--- src/rtl/djs130_spi_pkg.sv ---
// Shared types and helpers for the DJS130 SPI receive front-end.
package djs130_spi_pkg;

  localparam int SYNC_STAGES = 2;

  typedef enum logic [1:0] {
    IDLE  = 2'd0,
    SHIFT = 2'd1,
    PUSH  = 2'd2
  } spi_rx_state_e;

  // Data is sampled on the rising spi_clk edge when CPOL equals CPHA, else on the falling edge.
  function automatic logic sample_on_rise(input int cpol, input int cpha);
    return (cpol == cpha);
  endfunction

endpackage

--- src/rtl/sync_fifo.sv ---
// Single-clock show-ahead FIFO with full/empty/level status; DEPTH must be a power of two.
module sync_fifo #(
  parameter int DATA_W = 8,
  parameter int DEPTH  = 16
) (
  input  logic                       clk,
  input  logic                       rst,
  input  logic                       wr_en_i,
  input  logic [DATA_W-1:0]          wr_data_i,
  input  logic                       rd_en_i,
  output logic [DATA_W-1:0]          rd_data_o,
  output logic                       full_o,
  output logic                       empty_o,
  output logic [$clog2(DEPTH):0]     level_o
);

  localparam int AW = $clog2(DEPTH);
  localparam int LW = AW + 1;

  logic [DATA_W-1:0] mem_q [DEPTH];
  logic [AW-1:0]     wr_ptr_q;
  logic [AW-1:0]     rd_ptr_q;
  logic [LW-1:0]     count_q;
  logic              do_rd;
  logic              do_wr;

  assign empty_o = (count_q == '0);
  assign full_o  = (count_q == LW'(DEPTH));
  assign level_o = count_q;

  // A write into a full FIFO is legal when the head leaves in the same cycle.
  assign do_rd = rd_en_i & ~empty_o;
  assign do_wr = wr_en_i & (~full_o | do_rd);

  always_ff @(posedge clk or posedge rst) begin
    if (rst) begin
      wr_ptr_q <= '0;
      rd_ptr_q <= '0;
      count_q  <= '0;
    end else begin
      if (do_wr) wr_ptr_q <= wr_ptr_q + AW'(1);
      if (do_rd) rd_ptr_q <= rd_ptr_q + AW'(1);
      case ({do_wr, do_rd})
        2'b10:   count_q <= count_q + LW'(1);
        2'b01:   count_q <= count_q - LW'(1);
        default: count_q <= count_q;
      endcase
    end
  end

  // NOTE: storage has no reset; stale entries are never visible because count_q gates them.
  always_ff @(posedge clk) begin
    if (do_wr) mem_q[wr_ptr_q] <= wr_data_i;
  end

  assign rd_data_o = mem_q[rd_ptr_q];

endmodule

--- src/rtl/spi_rx_fifo.sv ---
// SPI slave receiver (any CPOL/CPHA, configurable width/bit order) feeding a show-ahead FIFO.
// Define SPI_RX_CS_BYPASS_EN to ignore spi_cs_n for hosts without a chip-select line.
module spi_rx_fifo
  import djs130_spi_pkg::*;
#(
  parameter int DATA_W     = 8,
  parameter int FIFO_DEPTH = 16,
  parameter int CPOL       = 0,
  parameter int CPHA       = 0,
  parameter int MSB_FIRST  = 1
) (
  input  logic                          clk_24m,
  input  logic                          rst,
  input  logic                          spi_cs_n,
  input  logic                          spi_clk,
  input  logic                          spi_mosi,
  input  logic                          rd_en,
  output logic [DATA_W-1:0]             rd_data,
  output logic                          rd_valid,
  output logic [$clog2(FIFO_DEPTH):0]   fifo_level,
  input  logic                          ovf_clr,
  output logic                          overflow,
  output logic                          frame_err
);

  localparam int   CNT_W     = $clog2(DATA_W);
  localparam logic SCLK_IDLE = 1'(CPOL);
  localparam logic RISE      = sample_on_rise(CPOL, CPHA);

  logic [SYNC_STAGES:0]   sclk_sync_q;
  logic [SYNC_STAGES-1:0] mosi_sync_q;
  logic                   sclk_s;
  logic                   sclk_prev;
  logic                   mosi_s;
  logic                   sample;
  logic                   cs_active;

  spi_rx_state_e          state_q;
  logic [CNT_W-1:0]       bit_cnt_q;
  logic [DATA_W-1:0]      shreg_q;
  logic [DATA_W-1:0]      shreg_d;
  logic                   frame_err_q;
  logic                   overflow_q;

  logic                   push_en;
  logic                   fifo_full;
  logic                   fifo_empty;
  logic                   pop;
  logic                   drop;

  // Synchronisers reset to the idle pin levels so reset release never looks like an edge.
  always_ff @(posedge clk_24m or posedge rst) begin
    if (rst) begin
      sclk_sync_q <= {(SYNC_STAGES + 1){SCLK_IDLE}};
      mosi_sync_q <= '0;
    end else begin
      // NOTE: non-blocking so every stage captures the previous stage's old value.
      sclk_sync_q <= {sclk_sync_q[SYNC_STAGES-1:0], spi_clk};
      mosi_sync_q <= {mosi_sync_q[SYNC_STAGES-2:0], spi_mosi};
    end
  end

`ifdef SPI_RX_CS_BYPASS_EN
  logic unused_bypass;
  assign unused_bypass = ^{spi_cs_n, frame_err_q};
  assign cs_active     = 1'b1;
  assign frame_err     = 1'b0;
`else
  logic [SYNC_STAGES-1:0] cs_sync_q;

  always_ff @(posedge clk_24m or posedge rst) begin
    if (rst) cs_sync_q <= '1;
    else     cs_sync_q <= {cs_sync_q[SYNC_STAGES-2:0], spi_cs_n};
  end

  assign cs_active = ~cs_sync_q[SYNC_STAGES-1];
  assign frame_err = frame_err_q;
`endif

  assign sclk_s    = sclk_sync_q[SYNC_STAGES-1];
  assign sclk_prev = sclk_sync_q[SYNC_STAGES];
  assign mosi_s    = mosi_sync_q[SYNC_STAGES-1];
  assign sample    = RISE ? (sclk_s & ~sclk_prev) : (~sclk_s & sclk_prev);

  always_comb begin
    // NOTE: both branches assign shreg_d, so no latch can be inferred.
    if (MSB_FIRST != 0) shreg_d = {shreg_q[DATA_W-2:0], mosi_s};
    else                shreg_d = {mosi_s, shreg_q[DATA_W-1:1]};
  end

  always_ff @(posedge clk_24m or posedge rst) begin
    if (rst) begin
      state_q     <= IDLE;
      bit_cnt_q   <= '0;
      shreg_q     <= '0;
      frame_err_q <= 1'b0;
    end else begin
      frame_err_q <= 1'b0;
      case (state_q)
        IDLE: begin
          if (cs_active) begin
            state_q   <= SHIFT;
            bit_cnt_q <= '0;
            shreg_q   <= '0;
          end
        end
        SHIFT: begin
          // Chip-select release wins over a coincident sample: the word is incomplete.
          if (!cs_active) begin
            state_q     <= IDLE;
            frame_err_q <= (bit_cnt_q != '0);
          end else if (sample) begin
            shreg_q <= shreg_d;
            if (bit_cnt_q == CNT_W'(DATA_W - 1)) begin
              bit_cnt_q <= '0;
              state_q   <= PUSH;
            end else begin
              bit_cnt_q <= bit_cnt_q + CNT_W'(1);
            end
          end
        end
        PUSH: begin
          state_q <= cs_active ? SHIFT : IDLE;
        end
        default: state_q <= IDLE;
      endcase
    end
  end

  assign push_en = (state_q == PUSH);
  assign pop     = rd_en & ~fifo_empty;
  assign drop    = push_en & fifo_full & ~pop;

  // Set has priority over clear so a drop is never lost to a coincident ovf_clr.
  always_ff @(posedge clk_24m or posedge rst) begin
    if (rst)          overflow_q <= 1'b0;
    else if (drop)    overflow_q <= 1'b1;
    else if (ovf_clr) overflow_q <= 1'b0;
  end

  sync_fifo #(
    .DATA_W (DATA_W),
    .DEPTH  (FIFO_DEPTH)
  ) u_fifo (
    .clk       (clk_24m),
    .rst       (rst),
    .wr_en_i   (push_en),
    .wr_data_i (shreg_q),
    .rd_en_i   (rd_en),
    .rd_data_o (rd_data),
    .full_o    (fifo_full),
    .empty_o   (fifo_empty),
    .level_o   (fifo_level)
  );

  assign rd_valid = ~fifo_empty;
  assign overflow = overflow_q;

endmodule

--- config.mk ---
export PLATFORM = sky130hd
export DESIGN_NAME = spi_rx_fifo
export DESIGN_NICKNAME = d
export VERILOG_FILES = /design/src/rtl/djs130_spi_pkg.sv /design/src/rtl/sync_fifo.sv /design/src/rtl/spi_rx_fifo.sv
export SDC_FILE = /design/constraint.sdc
export NUM_CORES = 1
export LEC_CHECK = 0
export CORE_MARGIN = 2
export CORE_UTILIZATION = 45
export CTS_BUF_LIST = sky130_fd_sc_hd__clkbuf_16
export CTS_CLUSTER_SIZE = 28
export DETAILED_ROUTE_END_ITERATION = 12
export GPL_TIMING_DRIVEN = 0
export SYNTH_ARGS = -nofsm -noshare
export SYNTH_HDL_FRONTEND = slang
export SYNTH_HIERARCHICAL = 1
export SYNTH_SLANG_ARGS = --single-unit
--- constraint.sdc ---
create_clock -name clk_24m -period 5.23 [get_ports clk_24m]
set_input_delay 1.3075 -clock clk_24m [delete_from_list [all_inputs] [get_ports clk_24m]]
set_output_delay 1.3075 -clock clk_24m [all_outputs]
set_load 0.01 [all_outputs]
==> results.ini <==
[outcome]
status=finished clean

[die]
die_h_um=125
die_x_um=125
placementRows=44
ios=23
core_area_um2=14500
start_util_pct=45.8
dieArea_um2=15700

[clock_network]
cts_buffers=17
htreeDepth=4
post-cts-setup-buffer-count=0
clkSinkCount=163
insertion_delay_ps=420
post_cts_resized=0
cts_tree=yes
path_clk_slew_ps=60
holdBufCountCts=0
clockRootBuffer=clkbuf_16
cts.path.max_buffers=2

[grt]
grt-ovfl-total=0
grt_usage_pct=17.2
grt_pass1_wl_um=19900
grt_pass1_vias=3429
grt_antenna_before_repair=0
grt_max_degree=23

[critical_path]
r2r_setup_slack_ps=2710
critPathMaxFanout=10
reg2reg_from=u_fifo/level_o[0]$_DFFE_PP0P_
required_ps=3920
startpoint_type=register
critPathCapture=rd_data[7]
reg2reg_to=u_fifo/level_o[3]$_DFFE_PP0P_
cp.depth=6
reg2reg_depth=9
crit_family=buffers and inverters
slowest_delay_ps=510
critical_path_class=register to output pin
worstPathCellList=buf_2, clkbuf_1, mux4_2, a22oi_1, nand2_1, clkdlybuf4s50_1
crit_path_start=u_fifo/rd_ptr_q[1]$_DFFE_PP0N_
cp_num_buf_inv=3
cp_slowest_cell=clkbuf_1
critical_path.endpoint_type=output pin
crit_arrival_ps=2870

[drt]
drc=0
wire_per_inst_um=21.5
finalWirelength_um=12700
antenna_left=0
avgViaCountPerCell=5.68
vias=3363
drt-initial-drc-count=315
firstDrtPassIters=4

[final_layout]
syn2layout_area_growth_pct=15.2
instances_no_fill=592
layout_commonest_cell=edfxtp_1
final_nets=414
diodes=0
final_cell_mix=edfxtp_1 (128), dfrtp_1 (33), mux4_2 (30)
drive_gt1_share_pct=18.9

[power]
fin_total_pwr_mw=3.56
powerDensity_nw_per_um2=466
ir_drop_mv=0.285
leakage_nw=2.65

[yosys]
synth_enable_flop_cells=128
ys_async_sr_fraction_pct=21.5
netlist_instances=354
synth-seq-cells=163
syn_area_um2=6640
ys_seq_area_share_pct=71.2
syn_avg_cell_area_um2=18.7
ys_warn_count=6
yosys_most_used_dff=edfxtp_1
synth_fp_nets=373
synth_cell_types=52

[flow_run]
drv_cap=0

[sta]
tightest_slew_ps=800
slew_headroom_pct=46.6
setup_viol=0
fin_crit_sh_pct=79.8
fin_setup_tns_ps=0
hold_violations=0
report.final.slew_viol_count=0
skew_ps=5.75
max_freq_mhz=240
rsz0062_at_grt=no
min_period_ps=4170

[worst_hold_path]
hp-start=mosi_sync_q[0]$_DFF_PP0_
hold_depth=0
hp-class=register to register

[placed_design]
place_inst=560
hpwlAfterDp_um=8160
gp_congestion=0.735
io_buffers=22

registers in the layout, summed over array words and instances, names as in the netlist, 3 cells and up:
register,flops
u_fifo/wr_ptr_q,4
shreg_q,8
u_fifo/level_o,5
sclk_sync_q,3
u_fifo/rd_ptr_q,4
bit_cnt_q,3
u_fifo/mem_q,128
kinds of logic after synthesis:
kind of cell / synth area share, %
multiplexers: 11.6
AO/OA/AOI/OAI: 5.41
buffers and inverters: 2.32
adder cells (fa/ha/maj): 2.38
XOR/XNOR: 1.19
flip-flops: 71.2
AND/OR/NAND/NOR: 5.94
synthesized netlist by cell type, drive strengths merged (3+ instances only):
| cell type | number | area (µm²) |
|---|---|---|
| buf | 11 | 90.1 |
| ha | 11 | 138 |
| inv | 12 | 45.0 |
| and3 | 16 | 100 |
| a22o | 10 | 88.8 |
| nand2 | 10 | 37.5 |
| clkbuf | 4 | 15.0 |
| mux4 | 32 | 728 |
| a22oi | 16 | 120 |
| a32o | 3 | 30.0 |
| nand3 | 6 | 30.0 |
| nand2b | 6 | 45.0 |
| nor2b | 6 | 37.5 |
| a21oi | 3 | 15.0 |
| nor2 | 5 | 18.8 |
| edfxtp | 128 | 3840 |
| xnor2 | 8 | 70.1 |
| and2 | 5 | 35.0 |
| dfrtp | 33 | 826 |
worst reg2reg max path: stages (launching register included):
cell and delay (ps):
dfrtp_1 440, or4_1 560, o21ai_2 220, or2_2 170
inv_1 80, ha_1 270, a21o_2 200, a21oi_1 170
xnor2_1 90, a32o_1 210
worst min-delay path by stage:
stage | slack (ps) | end
floorplan | 330 | mosi_sync_q[1]$_DFF_PP0_
global placement | 330 | sclk_sync_q[1]$_DFF_PP0_
detailed placement | 340 | mosi_sync_q[1]$_DFF_PP0_
CTS | 350 | mosi_sync_q[1]$_DFF_PP0_
global route | 360 | sclk_sync_q[1]$_DFF_PP0_
finish | 350 | mosi_sync_q[1]$_DFF_PP0_
power breakdown:
| part | total (mW) | switching, mW | internal (mW) |
|---|---|---|---|
| clock | 1.15 | 0.457 | 0.693 |
| sequential | 1.50 | 0.0684 | 1.43 |
| combinational | 0.916 | 0.455 | 0.461 |
layer usage:
| metal | routed length [µm] | part of all wire (%) | GRT usage [%] | vias to the layer above |
|---|---|---|---|---|
| li1 | - | - | - | 1500 |
| met1 | 6120 | 48 | 24.8 | 1772 |
| met2 | 5950 | 47 | 25.7 | 75 |
| met3 | 434 | 3.4 | 4.19 | 16 |
| met4 | 210 | 1.7 | 6.27 | 0 |
| met5 | 0 | 0 | 0 | - |
layout make-up:
class	instances	area [µm²]
multi-input cells	163	1760
plain buffers	15	105
repair buffers	22	220
fillers	1203	6840
flip-flops and latches	163	4720
clock inverters	13	80.1
well taps	184	230
inverters	13	48.8
clock buffers	19	475
metrics by stage:
step	instance area, µm²	setup slack, ps	hold WS, ps	utilization (%)
5_1_grt	7640	965	358	52.8
3_5_place_dp	7090	1470	336	48.9
6_report	7640	1060	348	52.8
2_1_floorplan	6640	2430	331	-
3_3_place_gp	7090	1490	335	48.9
4_1_cts	7640	1020	349	52.8
Power figures use the tool's default switching activity.
